$ cat src/rtl/reg_wb_arbiter.sv
// Writeback arbiter: ALU (A) and memory-load (M) requesters share the register file write port.
// Optional WB_BUSY_VEC_EN adds a per-register pending-write vector on Busy.
module reg_wb_arbiter #(
  parameter int DATA_W = 16,
  parameter int ADDR_W = 4
) (
  input  logic              clk,
  input  logic              rst_n,
  input  logic              A_Valid,
  input  logic [ADDR_W-1:0] A_Reg,
  input  logic [DATA_W-1:0] A_Data,
  output logic              A_Ready,
  input  logic              M_Valid,
  input  logic [ADDR_W-1:0] M_Reg,
  input  logic [DATA_W-1:0] M_Data,
  output logic              M_Ready,
  output logic              RegWrite,
  output logic [ADDR_W-1:0] Write_Reg,
  output logic [DATA_W-1:0] Write_Bus,
  output logic [15:0]       Busy
);

  logic              a_full, m_full;
  logic [ADDR_W-1:0] a_reg_q, m_reg_q;
  logic [DATA_W-1:0] a_data_q, m_data_q;
  logic              m_older;  // M holds the older entry when both are full
  logic              tie;      // both entries were loaded on the same edge
  logic              rr_m;     // round-robin pointer: 0 = A, 1 = M
  logic              a_grant, m_grant;
  logic              a_load, m_load;

  always_comb begin
    a_grant = 1'b0;
    m_grant = 1'b0;
    if (a_full && m_full) begin
      if (tie) begin
        a_grant = !rr_m;
        m_grant = rr_m;
      end else begin
        a_grant = !m_older;
        m_grant = m_older;
      end
    end else begin
      a_grant = a_full;
      m_grant = m_full;
    end
  end

  // Ready depends on buffer state only, so a draining buffer can refill in the same cycle.
  assign A_Ready = !a_full || a_grant;
  assign M_Ready = !m_full || m_grant;
  assign a_load  = A_Valid && A_Ready;
  assign m_load  = M_Valid && M_Ready;

  always_ff @(posedge clk) begin
    if (!rst_n) begin
      a_full    <= 1'b0;
      m_full    <= 1'b0;
      a_reg_q   <= '0;
      m_reg_q   <= '0;
      a_data_q  <= '0;
      m_data_q  <= '0;
      m_older   <= 1'b0;
      tie       <= 1'b0;
      rr_m      <= 1'b0;
      RegWrite  <= 1'b0;
      Write_Reg <= '0;
      Write_Bus <= '0;
    end else begin
      a_full <= a_load || (a_full && !a_grant);
      m_full <= m_load || (m_full && !m_grant);
      if (a_load) begin
        a_reg_q  <= A_Reg;
        a_data_q <= A_Data;
      end
      if (m_load) begin
        m_reg_q  <= M_Reg;
        m_data_q <= M_Data;
      end
      // A lone load is always the younger entry; the surviving one (if any) is older.
      if (a_load && m_load) begin
        tie <= 1'b1;
      end else if (a_load) begin
        tie     <= 1'b0;
        m_older <= 1'b1;
      end else if (m_load) begin
        tie     <= 1'b0;
        m_older <= 1'b0;
      end
      if (a_full && m_full && tie)
        rr_m <= !rr_m;
      RegWrite <= a_grant || m_grant;
      if (m_grant) begin
        Write_Reg <= m_reg_q;
        Write_Bus <= m_data_q;
      end else if (a_grant) begin
        Write_Reg <= a_reg_q;
        Write_Bus <= a_data_q;
      end
    end
  end

`ifdef WB_BUSY_VEC_EN
  always_comb begin
    Busy = '0;
    if (a_full) Busy = Busy | (16'd1 << a_reg_q);
    if (m_full) Busy = Busy | (16'd1 << m_reg_q);
  end
`else
  assign Busy = 16'h0000;
`endif

endmodule

$ cat config.mk
export PLATFORM = sky130hd
export DESIGN_NAME = reg_wb_arbiter
export DESIGN_NICKNAME = d
export VERILOG_FILES = /design/src/rtl/reg_wb_arbiter.sv
export SDC_FILE = /design/constraint.sdc
export NUM_CORES = 1
export LEC_CHECK = 0
export CAP_MARGIN = 20
export CELL_PAD_IN_SITES_DETAIL_PLACEMENT = 1
export CELL_PAD_IN_SITES_GLOBAL_PLACEMENT = 1
export CORE_MARGIN = 5
export CORE_UTILIZATION = 32
export DETAILED_ROUTE_END_ITERATION = 10
export HOLD_SLACK_MARGIN = 0.1
export PLACE_DENSITY = 0.85
export SLEW_MARGIN = 20
export SYNTH_ARGS = -nofsm -noshare
export SYNTH_HDL_FRONTEND = slang
export SYNTH_SLANG_ARGS = --single-unit
export TNS_END_PERCENT = 30
$ cat constraint.sdc
create_clock -name clk -period 1.7 [get_ports clk]
set_input_delay 0.34 -clock clk [delete_from_list [all_inputs] [get_ports clk]]
set_output_delay 0.34 -clock clk [all_outputs]
set_load 0.03 [all_outputs]
==> metrics <==
mean post-synth cell area 8.45 um2; cts hold-fix bufs 0; largest family of logic cells by synthesized area multiplexers; Leak 1.83 nW; Final Skew 9.74 ps; CTS tree done; Worst Path Required 1360 ps; Critical Path Fanout Max 3; Mapped Area 3210 um2; final non-filler cell total a little under 600; GRT Overall Usage between 10% and 20%; Post-CTS Setup Bufs 0; status complete, but fails checks; CTS buffer count 9; post-synthesis compound-gate area fraction 13.1%; Worst setup SP type flop; CP bufs+invs 2; Synth Instances 380; first-pass GRT wire length between 10,000 and 15,000 um; total wire length 8910 um; DR vias/cell 4.75; worst vdd ir 0.402 mV; XOR/XNOR share of the synthesized area less than 1%; area delta synth->final 31.1%; Max Transition Viols Final 0; max_cap viols 0; CTS HTree Levels 3; grt total ovfl 0; Tightest Hold Check Type flop to flop; crit-path max cell delay 360 ps; Distinct cells, synth 24; # setup viols final 1; Final min period 1710 ps; failing checks setup timing; die height 110 um; clock slew seen by the registers of the worst setup and hold paths 70 ps; vias in the first global route 2,912; core area 9770 um2; die footprint around 12,000 um2; fmax 0.586 GHz; share of cells above drive strength 1 9.01%; fin area approximately 4200 um2; maximum clock path buffer count 2; pre-CTS setup slack -25.4 ps; antenna violations before repair 0; layout filler cell count roughly 1,200; clock sink count 66; input/output buffers 66; DIE WIDTH 110 um; DRC violations left 0; area of the multi-input gates 1660 um2; Ports 83; RSZ-0062 raised after global routing true; Fin Hold WS 456 ps; Initial Util 32.9%; Routed Antenna Nets 0; final period utilization 100%; mux share of post-synthesis cell area between 10% and 20%; Top delay family on crit path flip-flops; Final Hold Vio Count 0; sequential fraction of the synthesis area 41.1%; Critical Path, Cell by Cell buf_4 -> mux2_4 -> nand3_2 -> buf_6; drt first-iter violations 77; CTS root buf clkbuf_8; Rows 36; GP Congestion around 0.75; critical path type flop to output port; Synth Area in Simple Gates 15.4%; synthesized-area fraction occupied by adder cells 0.779%; FF+latch count, synth 66; largest net degree at the start of global routing 66; Post-DP Area about 4000 um2; PwrDens 871 nW/um2; placed insts around 560; Final TNS setup -5.61 ps; FF+latch area 1330 um2; DR pass1 iterations 4; Nets 486; Worst Slack Setup Final -5.61 ps; CP max-delay cell dfxtp_4; Clk Latency, worst-skew pair 330 ps; crit path DAT 1370 ps; via count 2,742; fin util roughly 43%; WL/cell between 15 and 20 um; Detailed Place HPWL 6210 um; n_diodes 0; Power, Total 3.67 mW; crit end category output port; Synth warnings 0
[layout by cell type, fill, tap and decap left out, drive strengths merged]
master,instances
a21oi,22
a31oi,1
buf,18
bufinv,1
clkbuf,12
clkdlybuf4s50,43
clkinv,2
conb,16
dfxtp,66
dlygate4sd2,17
dlymetal6s2s,3
ha,2
inv,5
mux2,1
mux2i,62
nand2,122
nand3,3
nand3b,1
nor2,4
o21a,20
o21ai,2
o22ai,20
xor2,1
[Yosys cell counts (all sizes together)]
| library cell | n | area (um2) |
|---|---|---|
| dfxtp | 66 | 1320 |
| buf | 31 | 223 |
| clkbuf | 16 | 60.1 |
| a31oi | 1 | 21.3 |
| nand3 | 3 | 15.0 |
| o21ai | 2 | 13.8 |
| mux2i | 62 | 624 |
| a21oi | 22 | 110 |
| nand3b | 1 | 7.51 |
| inv | 5 | 18.8 |
| mux2 | 1 | 11.3 |
| nor2 | 4 | 15.0 |
| o21a | 20 | 150 |
| conb | 1 | 3.75 |
| o22ai | 20 | 125 |
| ha | 2 | 25.0 |
| xor2 | 1 | 8.76 |
| nand2 | 122 | 458 |
[cell families (layout without fill, tap and decap cells)]
group,count (synthesis),count (layout)
buffers and inverters,52,101
XOR/XNOR,1,1
other,1,16
flip-flops,66,66
multiplexers,63,63
AO/OA/AOI/OAI,65,65
adder cells (fa/ha/maj),2,2
AND/OR/NAND/NOR,130,130
[final cells by class]
cell class                 instances  share of cell area [%]
multi-input combinational        277                    39.5
clock buffer                      12                    3.45
clock inverter                     3                   0.951
timing repair buffer              81                    20.2
sequential                        66                    31.5
tap                              133                    3.95
inverter                           5                   0.446
[layer usage]
layer	share of wire (%)	global-route usage, %	vias up	wire [um]
met4	1.4	5.54	0	126
li1	-	-	1354	-
met2	49	25.8	54	4380
met1	44	17.8	1323	3960
met3	5.0	3.96	11	448
met5	0	0	-	0
[worst paths after layout]
| path | startpoint | to | slack [ps] | cells after the start |
|---|---|---|---|---|
| setup reg to reg | tie | tie | 70 | 7 |
| hold / removal | m_data_q[2] | m_data_q[2] | 460 | 2 |
| setup / recovery | tie | A_Ready | -6 | 4 |
| hold reg to reg | m_data_q[2] | m_data_q[2] | 460 | 2 |
[registers in the layout (all words and copies together), names as in the netlist]
| register | cells |
|---|---|
| m_full | 1 |
| a_data_q | 16 |
| rr_m | 1 |
| tie | 1 |
| Write_Reg | 4 |
| m_reg_q | 4 |
| a_reg_q | 4 |
| m_older | 1 |
| a_full | 1 |
| RegWrite | 1 |
| m_data_q | 16 |
| Write_Bus | 16 |
[worst reg2reg max path, stage by stage, from the launching register on]
cell	delay, ps
dfxtp_4	370
mux2i_4	290
buf_8	200
a31oi_4	100
buf_6	160
ha_1	180
mux2i_1	140
nor2_1	70
[where the power goes]
group	leakage (nW)	switching (mW)	internal, mW
Combinational	1.19	0.382	0.304
Sequential	0.544	0.0635	1.64
Clock	0.0962	0.569	0.706
Total	1.83	1.01	2.65
[timing repair]
action | 4_1_cts | 5_1_grt
endpoints found under the setup margin | 21 | 12
pin swaps | 0 | 0
gates cloned | 0 | 1
gates resized for setup | 24 | 10
Power figures use the tool's default switching activity.
